## src/rtl/fir_pkg.sv

```systemverilog
`default_nettype none
// ============================================================================
// Module      : fir_pkg
// Description : Shared FIR definitions: default widths and driver state codes.
// Revision    : 1.0 - initial release
// ============================================================================
package fir_pkg;

    localparam int c_DEF_TAP_SIZE    = 3;
    localparam int c_DEF_NBR_OF_TAPS = 3;
    localparam int c_DEF_X_N_SIZE    = 8;

    typedef enum logic [1:0] {
        ST_IDLE   = 2'b00,
        ST_STREAM = 2'b01,
        ST_LOAD   = 2'b10,
        ST_GAP    = 2'b11
    } state_e;

    // Index width that stays legal (>= 1 bit) even for a single-entry bank.
    function automatic int clog2_min1(input int n);
        int w;
        w = $clog2(n);
        return (w < 1) ? 1 : w;
    endfunction

endpackage
`default_nettype wire

```

## src/rtl/fir_stream_driver_if.sv

```systemverilog
`default_nettype none
// ============================================================================
// Module      : fir_stream_driver_if
// Description : Host word handshake plus FIR stimulus outputs of the driver.
// Revision    : 1.0 - initial release
// ============================================================================
interface fir_stream_driver_if
    import fir_pkg::*;
#(
    parameter int X_N_SIZE = c_DEF_X_N_SIZE
);

    logic [X_N_SIZE-1:0] in_data;
    logic                in_valid;
    logic                in_is_coeff;
    logic                in_ready;
    logic [X_N_SIZE-1:0] x_n;
    logic                s_set_coeffs;
    logic                s_axis_fir_tvalid;
    logic                busy;

    modport master (
        output in_data, in_valid, in_is_coeff,
        input  in_ready, x_n, s_set_coeffs, s_axis_fir_tvalid, busy
    );

    modport slave (
        input  in_data, in_valid, in_is_coeff,
        output in_ready, x_n, s_set_coeffs, s_axis_fir_tvalid, busy
    );

endinterface
`default_nettype wire

```

## src/rtl/fir_sample_fifo.sv

```systemverilog
`default_nettype none
// ============================================================================
// Module      : fir_sample_fifo
// Description : Small synchronous sample FIFO with a registered-free head view.
// Revision    : 1.0 - initial release
// ============================================================================
module fir_sample_fifo #(
    parameter int DEPTH = 4,
    parameter int WIDTH = 8
) (
    input  wire logic             clk,
    input  wire logic             rst,
    input  wire logic             i_push,
    input  wire logic [WIDTH-1:0] i_data,
    input  wire logic             i_pop,
    output logic                  o_full,
    output logic                  o_empty,
    output logic [WIDTH-1:0]      o_head
);

    localparam int c_AW = (DEPTH < 2) ? 1 : $clog2(DEPTH);

    logic [WIDTH-1:0] r_mem [DEPTH];
    logic [c_AW:0]    r_wr_ptr;
    logic [c_AW:0]    r_rd_ptr;
    logic             w_do_push;
    logic             w_do_pop;

    // Pointers carry one extra wrap bit so full and empty are distinguishable.
    assign o_empty   = (r_wr_ptr == r_rd_ptr);
    assign o_full    = (r_wr_ptr[c_AW] != r_rd_ptr[c_AW]) &&
                       (r_wr_ptr[c_AW-1:0] == r_rd_ptr[c_AW-1:0]);
    assign o_head    = r_mem[r_rd_ptr[c_AW-1:0]];
    assign w_do_push = i_push && !o_full;
    assign w_do_pop  = i_pop && !o_empty;

    always_ff @(posedge clk) begin
        if (rst) begin
            r_wr_ptr <= '0;
            r_rd_ptr <= '0;
        end else begin
            if (w_do_push) begin
                r_wr_ptr <= r_wr_ptr + 1'b1;
            end
            if (w_do_pop) begin
                r_rd_ptr <= r_rd_ptr + 1'b1;
            end
        end
    end

    always_ff @(posedge clk) begin
        if (w_do_push) begin
            r_mem[r_wr_ptr[c_AW-1:0]] <= i_data;
        end
    end

endmodule
`default_nettype wire

```

## src/rtl/fir_stream_driver.sv

```systemverilog
`default_nettype none
// ============================================================================
// Module      : fir_stream_driver
// Description : Host-to-FIR front end: coefficient load bursts and sample stream.
// Revision    : 1.0 - initial release
// ============================================================================
module fir_stream_driver
    import fir_pkg::*;
#(
    parameter int TAP_SIZE    = c_DEF_TAP_SIZE,
    parameter int NBR_OF_TAPS = c_DEF_NBR_OF_TAPS,
    parameter int X_N_SIZE    = c_DEF_X_N_SIZE,
    parameter int FIFO_DEPTH  = 4
) (
    input wire logic          clk,
    input wire logic          reset,
    fir_stream_driver_if.slave bus
);

    localparam int c_IDX_W = clog2_min1(NBR_OF_TAPS);
    localparam logic [c_IDX_W-1:0] c_LAST_IDX = c_IDX_W'(NBR_OF_TAPS - 1);

    // Coefficient bank
    logic [TAP_SIZE-1:0] r_coef [NBR_OF_TAPS];
    logic [c_IDX_W-1:0]  r_widx;
    logic                r_load_pending;
    logic                w_coef_ready;
    logic                w_coef_acc;

    // FSM and registered FIR outputs
    state_e              r_state;
    state_e              w_state_next;
    logic [c_IDX_W-1:0]  r_lidx;
    logic [c_IDX_W-1:0]  w_lidx_next;
    logic [c_IDX_W-1:0]  w_rd_idx;
    logic [TAP_SIZE-1:0] w_coef_sel;
    logic                w_load_done;
    logic [X_N_SIZE-1:0] r_x_n;
    logic [X_N_SIZE-1:0] w_x_n_next;
    logic                r_set_coeffs;
    logic                w_set_coeffs_next;
    logic                r_tvalid;
    logic                w_tvalid_next;
    logic                r_busy;

    // Sample FIFO
    logic                w_push;
    logic                w_pop;
    logic                w_fifo_full;
    logic                w_fifo_empty;
    logic [X_N_SIZE-1:0] w_fifo_head;

    assign w_coef_ready = !r_load_pending && (r_state != ST_LOAD);
    assign w_coef_acc   = bus.in_valid && bus.in_is_coeff && w_coef_ready;
    assign w_push       = bus.in_valid && !bus.in_is_coeff && !w_fifo_full;

    assign bus.in_ready          = bus.in_is_coeff ? w_coef_ready : !w_fifo_full;
    assign bus.x_n               = r_x_n;
    assign bus.s_set_coeffs      = r_set_coeffs;
    assign bus.s_axis_fir_tvalid = r_tvalid;
    assign bus.busy              = r_busy;

    fir_sample_fifo #(
        .DEPTH (FIFO_DEPTH),
        .WIDTH (X_N_SIZE)
    ) u_fifo (
        .clk     (clk),
        .rst     (reset),
        .i_push  (w_push),
        .i_data  (bus.in_data),
        .i_pop   (w_pop),
        .o_full  (w_fifo_full),
        .o_empty (w_fifo_empty),
        .o_head  (w_fifo_head)
    );

    always_ff @(posedge clk) begin
        if (reset) begin
            r_widx         <= '0;
            r_load_pending <= 1'b0;
            for (int i = 0; i < NBR_OF_TAPS; i++) begin
                r_coef[i] <= '0;
            end
        end else begin
            if (w_coef_acc) begin
                r_coef[r_widx] <= bus.in_data[TAP_SIZE-1:0];
                if (r_widx == c_LAST_IDX) begin
                    r_widx         <= '0;
                    r_load_pending <= 1'b1;
                end else begin
                    r_widx <= r_widx + 1'b1;
                end
            end
            if (w_load_done) begin
                r_load_pending <= 1'b0;
            end
        end
    end

    // Burst replays the highest index first so the FIR shift register ends
    // with taps[i] = coef[i].
    assign w_rd_idx   = c_LAST_IDX - w_lidx_next;
    assign w_coef_sel = r_coef[w_rd_idx];

    always_comb begin
        w_state_next      = r_state;
        w_lidx_next       = r_lidx;
        w_load_done       = 1'b0;
        w_pop             = 1'b0;
        w_x_n_next        = '0;
        w_set_coeffs_next = 1'b0;
        w_tvalid_next     = 1'b0;

        case (r_state)
            ST_IDLE: begin
                if (r_load_pending) begin
                    w_state_next = ST_LOAD;
                    w_lidx_next  = '0;
                end else if (!w_fifo_empty) begin
                    w_state_next = ST_STREAM;
                end
            end
            ST_STREAM: begin
                if (r_load_pending || w_fifo_empty) begin
                    w_state_next = ST_IDLE;
                end
            end
            ST_LOAD: begin
                if (r_lidx == c_LAST_IDX) begin
                    w_state_next = ST_GAP;
                    w_load_done  = 1'b1;
                end else begin
                    w_lidx_next = r_lidx + 1'b1;
                end
            end
            ST_GAP: begin
                w_state_next = ST_IDLE;
            end
            default: begin
                w_state_next = ST_IDLE;
            end
        endcase

        // Outputs are registered, so they follow the state being entered.
        case (w_state_next)
            ST_STREAM: begin
                w_pop         = 1'b1;
                w_x_n_next    = w_fifo_head;
                w_tvalid_next = 1'b1;
            end
            ST_LOAD: begin
                w_x_n_next        = X_N_SIZE'($signed(w_coef_sel));
                w_set_coeffs_next = 1'b1;
            end
            default: begin
                w_x_n_next = '0;
            end
        endcase
    end

    always_ff @(posedge clk) begin
        if (reset) begin
            r_state      <= ST_IDLE;
            r_lidx       <= '0;
            r_x_n        <= '0;
            r_set_coeffs <= 1'b0;
            r_tvalid     <= 1'b0;
            r_busy       <= 1'b0;
        end else begin
            r_state      <= w_state_next;
            r_lidx       <= w_lidx_next;
            r_x_n        <= w_x_n_next;
            r_set_coeffs <= w_set_coeffs_next;
            r_tvalid     <= w_tvalid_next;
            r_busy       <= (w_state_next != ST_IDLE);
        end
    end

endmodule
`default_nettype wire

```

## src/flat_wrapper.sv

```systemverilog
// flat-port wrapper written by rule: the top's interface ports become plain ports
module fir_stream_driver_flat import fir_pkg::*;
#(
    parameter int TAP_SIZE    = c_DEF_TAP_SIZE,
    parameter int NBR_OF_TAPS = c_DEF_NBR_OF_TAPS,
    parameter int X_N_SIZE    = c_DEF_X_N_SIZE,
    parameter int FIFO_DEPTH  = 4
)
  (clk, reset, bus_in_data, bus_in_valid, bus_in_is_coeff, bus_in_ready, bus_x_n, bus_s_set_coeffs, bus_s_axis_fir_tvalid, bus_busy);
  fir_stream_driver_if #(.X_N_SIZE(X_N_SIZE)) bus_i ();
  input wire logic clk;
  input wire logic reset;
  input wire logic [$bits(bus_i.in_data)-1:0] bus_in_data;
  input wire logic [$bits(bus_i.in_valid)-1:0] bus_in_valid;
  input wire logic [$bits(bus_i.in_is_coeff)-1:0] bus_in_is_coeff;
  output wire logic [$bits(bus_i.in_ready)-1:0] bus_in_ready;
  output wire logic [$bits(bus_i.x_n)-1:0] bus_x_n;
  output wire logic [$bits(bus_i.s_set_coeffs)-1:0] bus_s_set_coeffs;
  output wire logic [$bits(bus_i.s_axis_fir_tvalid)-1:0] bus_s_axis_fir_tvalid;
  output wire logic [$bits(bus_i.busy)-1:0] bus_busy;
  assign bus_i.in_data = bus_in_data;
  assign bus_i.in_valid = bus_in_valid;
  assign bus_i.in_is_coeff = bus_in_is_coeff;
  assign bus_in_ready = bus_i.in_ready;
  assign bus_x_n = bus_i.x_n;
  assign bus_s_set_coeffs = bus_i.s_set_coeffs;
  assign bus_s_axis_fir_tvalid = bus_i.s_axis_fir_tvalid;
  assign bus_busy = bus_i.busy;
  fir_stream_driver #(.TAP_SIZE(TAP_SIZE), .NBR_OF_TAPS(NBR_OF_TAPS), .X_N_SIZE(X_N_SIZE), .FIFO_DEPTH(FIFO_DEPTH)) u_core (.clk(clk), .reset(reset), .bus(bus_i));
endmodule
```

## config.mk

```make
export PLATFORM = sky130hd
export DESIGN_NAME = fir_stream_driver_flat
export DESIGN_NICKNAME = d
export VERILOG_FILES = /design/src/rtl/fir_pkg.sv /design/src/rtl/fir_stream_driver_if.sv /design/src/rtl/fir_sample_fifo.sv /design/src/rtl/fir_stream_driver.sv /design/src/flat_wrapper.sv
export SDC_FILE = /design/constraint.sdc
export NUM_CORES = 1
export LEC_CHECK = 0
export ABC_AREA = 1
export CORE_ASPECT_RATIO = 1.5
export CORE_MARGIN = 10
export CORE_UTILIZATION = 50
export DETAILED_ROUTE_END_ITERATION = 12
export PLACE_DENSITY = 0.73
export RECOVER_POWER = 100
export SLEW_MARGIN = 40
export SYNTH_ARGS = -nofsm -noshare
export SYNTH_HDL_FRONTEND = slang
export SYNTH_HIERARCHICAL = 1
export SYNTH_SLANG_ARGS = --single-unit
```

## constraint.sdc

```tcl
create_clock -name clk -period 2.3 [get_ports clk]
set_clock_uncertainty 0.15 [all_clocks]
set_input_delay 0.345 -clock clk [delete_from_list [all_inputs] [get_ports clk]]
set_output_delay 0.345 -clock clk [all_outputs]
set_load 0.05 [all_outputs]
```

## Word-level counts from Yosys, hierarchy flattened

Memory sizes are Yosys's and may differ from the RTL's. A register that Yosys moved wholly into a read port is not among the register bits.
Index checks and enable logic that the tools add are counted.

- Flip-flop bits (word level): 24
- Output and inout port bits: 12
- Memories: 2
- Input bits: 12
- Word-level logic and storage cells: 73
- Bits in writable memories: 41

- Reductions and logical operators: 18
- Muxes and demuxes: 27
- Equality and inequality tests: 11
- Add/sub/neg operators: 5

Memory list:

| name | words | bits a word | read ports | clocked after memory_dff | write ports | RTL line | text |
|---|---|---|---|---|---|---|---|
| u_core.u_fifo.r_mem | 4 | 8 | 1 | 1 | 1 | fir_sample_fifo.sv:23 | `logic [WIDTH-1:0] r_mem [DEPTH];` |
| u_core.r_coef | 3 | 3 | 1 | 0 | 3 | fir_stream_driver.sv:24 | `logic [TAP_SIZE-1:0] r_coef [NBR_OF_TAPS];` |

Operators with widths:

| kind | count |
|---|---|
| 2-bit 2-to-1 mux | 10 |
| 8-bit case mux with 2 select lines | 1 |
| 1-bit 2-to-1 mux | 13 |
| 2-bit == test (second input constant) | 5 |
| 1-bit logical AND | 8 |
| 2-bit case mux with 4 select lines | 1 |
| 3-bit by 1-bit adder with 3-bit output (second input constant) | 2 |
| 2-bit by 1-bit adder with 2-bit output (second input constant) | 2 |
| 2-bit by 1-bit == test with 1-bit output (second input constant) | 2 |
| 1-bit logical NOT | 4 |
| 2-bit case mux with 2 select lines | 1 |
| 3-bit == test | 1 |
| 3-bit 2-to-1 mux | 1 |
| 3-bit OR reduction | 1 |
| 2-bit == test | 1 |
| 2-bit logical NOT | 1 |
| 2-bit != test (second input constant) | 1 |
| 2-bit AND reduction | 1 |
| 2-bit nonzero test | 1 |
| 2-bit OR reduction | 1 |
| 2-bit subtractor (first input constant) | 1 |
| 1-bit logical OR | 1 |
| 1-bit != test | 1 |

## Logic depth before layout (Yosys ltp)

Gate-level depths: netlist of the first run.

- Depth after elaboration: 9
- Gate-level depth with buffers: 12
- Mapped depth without buffers: 12

## By module

The synthesis of the first run kept the hierarchy.

Modules (own cells, without submodules):

| module | sequential area each (um^2) | area each (um^2) | instances | cells each |
|---|---|---|---|---|
| fir_sample_fifo | 1121.1 | 1699.1 | 1 | 150 |
| fir_stream_driver | 720.7 | 1302.5 | 1 | 137 |

## Worst setup path before layout of the first run

OpenSTA, ideal clock, no wires.

- Path kind: register to output
- Start point: register u_core.u_fifo.r_wr_ptr[0]
- End point: output port bus_in_ready
- Stages on the path, launching flop included: 7
- Slack: -0.025 ns
- Data required time: 1.805 ns
- Arrival: 1.830 ns
- Cells stage by stage: dfxtp_1 -> inv_2 -> nand2_2 -> nand2_4 -> nand3_4 -> inv_1 -> o21ai_0

- Word-level cells in the longest chain between the ends: 4

RTL lines:

| item | RTL line | text |
|---|---|---|
| start, declared | fir_sample_fifo.sv:24 | `logic [c_AW:0] r_wr_ptr;` |
| start signal, assigned | fir_sample_fifo.sv:43 | `r_wr_ptr <= r_wr_ptr + 1'b1;` |
| 2-bit == test | fir_sample_fifo.sv:32 | `(r_wr_ptr[c_AW-1:0] == r_rd_ptr[c_AW-1:0]);` |
| 1-bit logical AND | fir_sample_fifo.sv:31 | `assign o_full = (r_wr_ptr[c_AW] != r_rd_ptr[c_AW]) &&` |
| via u_core.w_fifo_full | fir_stream_driver.sv:49 | `logic w_fifo_full;` |
| 1-bit logical NOT | fir_stream_driver.sv:57 | `assign bus.in_ready = bus.in_is_coeff ? w_coef_ready : !w_fifo_full;` |
| 1-bit 2-to-1 mux | fir_stream_driver.sv:57 |  |
| end, declared | flat_wrapper.sv:16 | `output wire logic [$bits(bus_i.in_ready)-1:0] bus_in_ready;` |

The timed path passes the listed nets, and every way through them passes these cells.

## Worst setup path in the final report of the first run

- Start point: register u_core.u_fifo.r_wr_ptr[1]
- End point: memory u_core.u_fifo.r_mem[3][3], enable pin

- Word-level cells in the longest chain between the ends: 7

RTL lines:

| item | RTL line | text |
|---|---|---|
| 2-bit == test | fir_sample_fifo.sv:32 |  |
| 1-bit logical AND | fir_sample_fifo.sv:31 |  |
| via u_core.w_fifo_full | fir_stream_driver.sv:49 |  |
| 1-bit logical NOT | fir_stream_driver.sv:55 | `assign w_push = bus.in_valid && !bus.in_is_coeff && !w_fifo_full;` |
| 1-bit logical AND | fir_stream_driver.sv:55 |  |
| via u_core.w_push | fir_stream_driver.sv:47 | `logic w_push;` |
| 1-bit logical AND | fir_sample_fifo.sv:34 | `assign w_do_push = i_push && !o_full;` |
| 1-bit 2-to-1 mux | fir_sample_fifo.sv:52 | `if (w_do_push) begin` |
| 1-bit 2-to-1 mux (not written as such) | fir_sample_fifo.sv:53 | `r_mem[r_wr_ptr[c_AW-1:0]] <= i_data;` |
| end, declared | fir_sample_fifo.sv:23 |  |

The timed path passes the listed nets, and every way through them passes these cells.

==> flow_summary_export.csv, run 1 <==
group,metric,value,unit
global_routing,grt_max_degree,17,
logic_synthesis,synth-simple-area-share,24.3,%
clocking,cts_inserted_buffers,9,
logic_synthesis,synthTopCellsByCount,"44 x edfxtp_1, 44 x nand2_1, 41 x nor2_1, 26 x dfxtp_1, 24 x inv_1",
critical_path,end_kind,"flop",
critical_path,arrival,1.96,ns
floorplanning,start_util,51.5,%
global_routing,grt_pass1_vias,2067,
global_routing,antenna_found_initial,0,
placed_design,post_dp_cell_area,3360,sq um
clocking,clock-sinks,70,
critical_path,required,2.16,ns
floorplanning,die_w,83.3,um
critical_path,slowest_stage,"dfxtp_1",
logic_synthesis,avgSynthCellArea,10.5,sq um
drt,drcViolationCount,0,
drt,dr_wl_met2,3.22,mm
drt,num_vias,2054,
timing,hold_viol,0,
drt,highest_layer,"met4",
power_and_ir_drop,p_sw,1.18,mW
drt,drt_first_iter_violations,126,
placed_design,hpwl,4.30,mm
logic_synthesis,dominantRegCellSynth,"edfxtp_1",
clocking,clockBufferDepth,2,
power_and_ir_drop,p_sw_share,33.3,%
clocking,cts-root-buf,"clkbuf_8",
placed_design,portBuffers,23,
drt,antenna_violating_nets_post_route,0,
drt,dr.pass1.iters,4,
floorplanning,fp.dieH,115,um
drt,wl_met3,301,um
timing,setup_viol,0,
outcome,status,"finished clean",
critical_path,path_cells,"inv_1, nand2_1, nand2_1, nand3_4, inv_1, nor3b_1, buf_4, nand2_1, inv_1, nand2_2, inv_1",
drt,wl_met1,2.17,mm
drt,via_per_inst,5.11,
clocking,path_clk_slew,0.07,ns
logic_synthesis,synth-adder-area-share,2.92,%
critical_path,worst-path-buf-inv,5,
floorplanning,core,5830,sq um
timing,tns,0,ns
timing,worstMarginPinSlew,0.704,ns
timing,fin_crit_sh,91.0,%
critical_path,crit_family,"buffers and inverters",
timing,slew_viol_final,0,
logic_synthesis,synth_fp_nets,306,
logic_synthesis,synth_top_family_by_area,"simple AND/OR/NAND/NOR gates",
logic_synthesis,synthTopCellsByArea,"edfxtp_1 44%, dfxtp_1 17%, nand2_1 5.5%",
logic_synthesis,async_flop_share,0,%
timing,setup_ws,0.208,ns
critical_path,r2r_cells,11,
logic_synthesis,synth_edf_count,44,
finish,area_growth,17.4,%
logic_synthesis,synth_top_area_share,44.0,%
finish,finish.instance_area,3520,sq um
drt,wirelength,5.79,mm
floorplanning,num_io_pins,24,
critical_path,start_kind,"flop",
floorplanning,dieArea,9570,sq um
min_path,worstHoldPathType,"flop to flop",
logic_synthesis,yosysSeqAreaShare,61.4,%
logic_synthesis,postSynthCellCount,287,
finish,nFillCells,485,
clocking,hold_buffers,0,
timing,rsz0062_at_grt,"no",
power_and_ir_drop,p_leak,1.46,nW
clocking,cts_tree,"done",
critical_path,worstSetupPathType,"flop to flop",
logic_synthesis,ys_types,29,
placed_design,dp_cells,386,
global_routing,grt_pass1_wl,9.48,mm
power_and_ir_drop,internal-power,2.37,mW
finish,final_cells,402,
min_path,hold_depth,2,
critical_path,path_max_fanout,8,
logic_synthesis,ys_ff_latch,70,
clocking,cts_resized,0,
global_routing,grt_usage,12.7,%
floorplanning,num_rows,34,
finish,diodes,0,
finish,fin_nets,344,
drt,wire_per_inst,14.4,um
power_and_ir_drop,p_comb_share,26.5,%
power_and_ir_drop,ir_worst_vdd,0.622,mV
logic_synthesis,muxShareOfSynthArea,0,%
logic_synthesis,synth_area,3000,sq um
clocking,clock_latency,0.35,ns
placed_design,place_ws,0.190,ns
power_and_ir_drop,p_clk_share,30.3,%
logic_synthesis,synth-compound-area-share,6.17,%
critical_path,crit_path_frequent_cell,"inv_1",
power_and_ir_drop,power.share.sequential,43.2,%
placed_design,gp_congestion,0.820,
logic_synthesis,synth_xor_xnor_area_share,0,%
logic_synthesis,post-synth-top-area-cell,"edfxtp_1",
logic_synthesis,ys_warn_count,6,
timing,relSlewSlack,52.7,%
finish,utilization,60.5,%
clocking,htree_levels,3,
global_routing,grt_remaining_overflow,0,
job,maxCapViolCount,0,
timing,timing.final.crit_period,2.09,ns
finish,layout-drive-gt1-share,17.0,%
timing,fmax,0.478,GHz
power_and_ir_drop,pwr_density_cell,1010,nW/um^2
clocking,cts_setup_buffers,0,
critical_path,cp_slowest_stage_delay,0.40,ns
critical_path,path_depth,11,
-- cell usage in the layout (no fill, tap or decap), drive strengths merged --
cell           instances
nor4                   1
nor3b                  1
o22ai                  8
clkdlybuf4s50          2
nor2                  43
nand3                 22
clkbuf                13
dfxtp                 26
edfxtp                44
buf                    5
nand4                  1
clkinvlp               2
inv                   33
a21oi                  6
bufinv                 2
dlygate4sd3           20
nor3                   3
ha                     7
nand3b                 2
clkinv                 2
nand2                 66
o21ai                 21
-- state kept, by name, indices dropped and copies added, names as in the netlist, named ones only --
| register | flops |
|---|---|
| u_core/u_fifo/r_mem | 32 |
| u_core/bus.s_axis_fir_tvalid | 1 |
| u_core/r_load_pending | 1 |
| u_core/bus.s_set_coeffs | 1 |
| u_core/bus.busy | 1 |
| u_core/r_coef | 12 |
| u_core/r_widx | 2 |
| u_core/r_state | 2 |
| u_core/u_fifo/r_rd_ptr | 3 |
| u_core/r_lidx | 2 |
| u_core/u_fifo/r_wr_ptr | 3 |
| u_core/bus.x_n | 8 |
-- per-layer routing --
| layer | up-vias | track usage, % |
|---|---|---|
| li1 | 1036 | - |
| met1 | 968 | 11.3 |
| met2 | 41 | 24.1 |
| met3 | 9 | 5.10 |
| met4 | 0 | 6.72 |
| met5 | - | 0 |
-- power by group through the flow --
stage / registers [mW] / clock network (mW) / logic [mW]
global placement: 1.57 / 0 / 0.984
global route: 1.55 / 1.15 / 1.03
detailed placement: 1.57 / 0 / 1.00
CTS: 1.54 / 1.10 / 1.00
finish: 1.53 / 1.08 / 0.942
floorplan: 1.79 / 0 / 0.480
-- final timing paths --
check	start	endpoint	slack (ns)
max	u_core/u_fifo/r_wr_ptr[1]$_SDFFE_PP0P_	u_core/u_fifo/r_mem[3][3]$_DFFE_PP_	0.21
min	u_core/r_widx[0]$_SDFFE_PP0N_	u_core/r_widx[0]$_SDFFE_PP0N_	0.40
max reg2reg	u_core/u_fifo/r_wr_ptr[1]$_SDFFE_PP0P_	u_core/u_fifo/r_mem[3][3]$_DFFE_PP_	0.21
min reg2reg	u_core/r_widx[0]$_SDFFE_PP0N_	u_core/r_widx[0]$_SDFFE_PP0N_	0.40
-- cell type report --
cell class              instances  area [sq um]  share of cell area (%)
clock buffers                  10           128                    3.62
clock inverters                 6          93.8                    2.66
inverters                      33           133                    3.76
multi-input cells             181           968                    27.5
flip-flops and latches         70          1840                    52.3
well taps                      72          90.1                    2.56
repair buffers                 30           270                    7.67
-- cell families (layout without fill, tap and decap cells) --
family                     Yosys count  in the layout
buffers and inverters               36             79
adders and majority gates            7              7
AOI/OAI and AO/OA                   35             35
DFF                                 70             70
and+or+nand+nor                    139            139
-- metrics by stage --
stage / power, mW / hold slack, ns
finish: 3.55 / 0.400
global route: 3.73 / 0.456
CTS: 3.65 / 0.397
detailed placement: 2.57 / 0.382
global placement: 2.55 / 0.373
floorplan: 2.27 / 0.294
-- worst register-to-register path: cells and delay by family, from the launching register on --
kind          cells  cell delay (ns)
buf+inv           5             0.64
simple gates      6             0.59
flops             1             0.40
(Power assumes the default switching activity.)
==> run 2, diff against run 1 <==
CTS_BUF_LIST = sky130_fd_sc_hd__clkbuf_2 sky130_fd_sc_hd__clkbuf_4 sky130_fd_sc_hd__clkbuf_8   (was not set)
==> run 2 against run 1 <==
Combinational power barely moved. Non-clock buffer count is the same. Register-to-register slack is essentially flat. Via count rose by 0.24%. First-iteration DRC count did not move. Die area did not move. Count of clock-buffer cells in the layout stayed put. Sequential share of layout area decreased by 0.056 points. Setup slack lost 0.0013 ns. Largest power group unchanged.
==> flow_summary_export.csv, run 2 (same netlist as run 1, synthesis figures left out) <==
group,metric,value,unit
critical_path,critical_path.startpoint,"u_core/u_fifo/r_wr_ptr[1]$_SDFFE_PP0P_",
critical_path,reg2reg_from,"u_core/u_fifo/r_wr_ptr[1]$_SDFFE_PP0P_",
min_path,min_from,"u_core/r_widx[0]$_SDFFE_PP0N_",
drt,via_per_inst,5.12,
outcome,status,"finished clean",
placed_design,place_ws,0.190,ns
clocking,cts_inserted_buffers,9,
drt,antenna_violating_nets_post_route,0,
timing,setup_viol,0,
floorplanning,num_rows,34,
drt,wirelength,5.80,mm
critical_path,end_kind,"output pin",
global_routing,grt_pass1_wl,9.48,mm
clocking,path_clk_slew,0.07,ns
global_routing,antenna_found_initial,0,
global_routing,grt_usage,12.7,%
clocking,clockBufferDepth,2,
floorplanning,die_w,83.3,um
clocking,clock-sinks,70,
timing,rsz0062_at_grt,"no",
clocking,cts_setup_buffers,0,
finish,diodes,0,
floorplanning,start_util,51.5,%
critical_path,worstSetupPathType,"flop to output pin",
timing,fin_crit_sh,91.0,%
timing,hold_viol,0,
critical_path,path_max_fanout,7,
finish,largest_reg_flops,32,
power_and_ir_drop,pwr_density_cell,1010,nW/um^2
placed_design,hpwl,4.30,mm
job,maxCapViolCount,0,
power_and_ir_drop,p_sw,1.19,mW
clocking,hold_buffers,0,
power_and_ir_drop,p_comb_share,26.4,%
placed_design,gp_congestion,0.820,
critical_path,arrival,1.60,ns
floorplanning,dieArea,9570,sq um
critical_path,cp_slowest_stage_delay,0.40,ns
power_and_ir_drop,p_sw_share,33.2,%
drt,num_vias,2059,
finish,area_growth,17.5,%
critical_path,start_kind,"flop",
power_and_ir_drop,p_clk_share,30.6,%
floorplanning,core,5830,sq um
clocking,htree_levels,3,
floorplanning,fp.dieH,115,um
timing,timing.final.crit_period,2.09,ns
power_and_ir_drop,internal-power,2.38,mW
floorplanning,num_io_pins,24,
clocking,cts-root-buf,"clkbuf_8",
timing,worstMarginPinSlew,0.704,ns
timing,relSlewSlack,52.7,%
finish,final_common_cell,"nand2_1",
critical_path,required,1.80,ns
timing,setup_ws,0.206,ns
global_routing,grt_max_degree,17,
power_and_ir_drop,p_leak,1.46,nW
drt,dr.pass1.iters,5,
timing,fmax,0.478,GHz
critical_path,slowest_stage,"dfxtp_1",
drt,wire_per_inst,14.4,um
global_routing,grt_remaining_overflow,0,
finish,layout-drive-gt1-share,17.3,%
timing,slew_viol_final,0,
power_and_ir_drop,ir_worst_vdd,0.622,mV
clocking,cts_resized,0,
global_routing,grt_pass1_vias,2067,
critical_path,path_cells,"inv_1, nand2_1, nand2_1, nand3_4, inv_1, o21ai_1, clkbuf_2",
finish,final_cell_mix,"46 x nand2_1, 44 x edfxtp_1, 41 x nor2_1",
timing,tns,0,ns
drt,drcViolationCount,0,
min_path,worstHoldPathType,"flop to flop",
clocking,cts_tree,"done",
power_and_ir_drop,power.share.sequential,43.0,%
clocking,clock_latency,0.35,ns
drt,drt_first_iter_violations,126,
finish,fin_nets,344,
placed_design,portBuffers,23,
## run 2: cell count changes in the layout (fill, tap and decap cells not counted)
cell,previous run,this run
clkbuf_1,3,2
clkbuf_4,0,1
## run 2: path summary, 6_finish.rpt
| kind | end | slack [ns] | cells after the start |
|---|---|---|---|
| setup / recovery | bus_in_ready | 0.21 | 7 |
| hold / removal | u_core/r_widx[0]$_SDFFE_PP0N_ | 0.40 | 2 |
| setup reg to reg | u_core/u_fifo/r_mem[3][3]$_DFFE_PP_ | 0.21 | 11 |
| hold reg to reg | u_core/r_widx[0]$_SDFFE_PP0N_ | 0.40 | 2 |
## run 2: cell type report
| type | count | area [sq um] |
|---|---|---|
| fillers | 483 | 2300 |
| multi-input cells | 181 | 968 |
| inverters | 33 | 133 |
| clock buffers | 10 | 131 |
| well taps | 72 | 90.1 |
| clock inverters | 6 | 93.8 |
| flip-flops and latches | 70 | 1840 |
| repair buffers | 30 | 270 |
## run 2: per-stage QoR
step	total power, mW	hold slack, ns	area, sq um	cells	utilization [%]
after floorplan	2.27	0.294	3000	287	-
after global placement	2.55	0.373	3360	386	57.7
after detailed placement	2.57	0.382	3360	386	57.7
after CTS	3.66	0.397	3590	402	61.5
after global routing	3.75	0.456	3530	402	60.5
final	3.57	0.400	3530	402	60.5
## run 2: critical path, delay by kind of cell, from the launching register on
kind | cells | cell delay, ns
AO/OA/AOI/OAI | 1 | 0.11
AND/OR/NAND/NOR | 3 | 0.29
buffers and inverters | 3 | 0.45
flip-flops | 1 | 0.40
## run 2: power by group through the flow
| stage | Combinational, mW | Clock, mW | Sequential, mW |
|---|---|---|---|
| finish | 0.942 | 1.09 | 1.54 |
| global route | 1.03 | 1.16 | 1.55 |
| CTS | 1.00 | 1.12 | 1.54 |
| detailed placement | 1.00 | 0 | 1.57 |
| global placement | 0.984 | 0 | 1.57 |
| floorplan | 0.480 | 0 | 1.79 |
## run 2: layer usage
metal  global-route usage [%]  share of wire (%)
met2                     24.1                 56
met3                     5.10                5.3
met4                     6.72                1.7
met1                     11.3                 37
met5                        0                  0
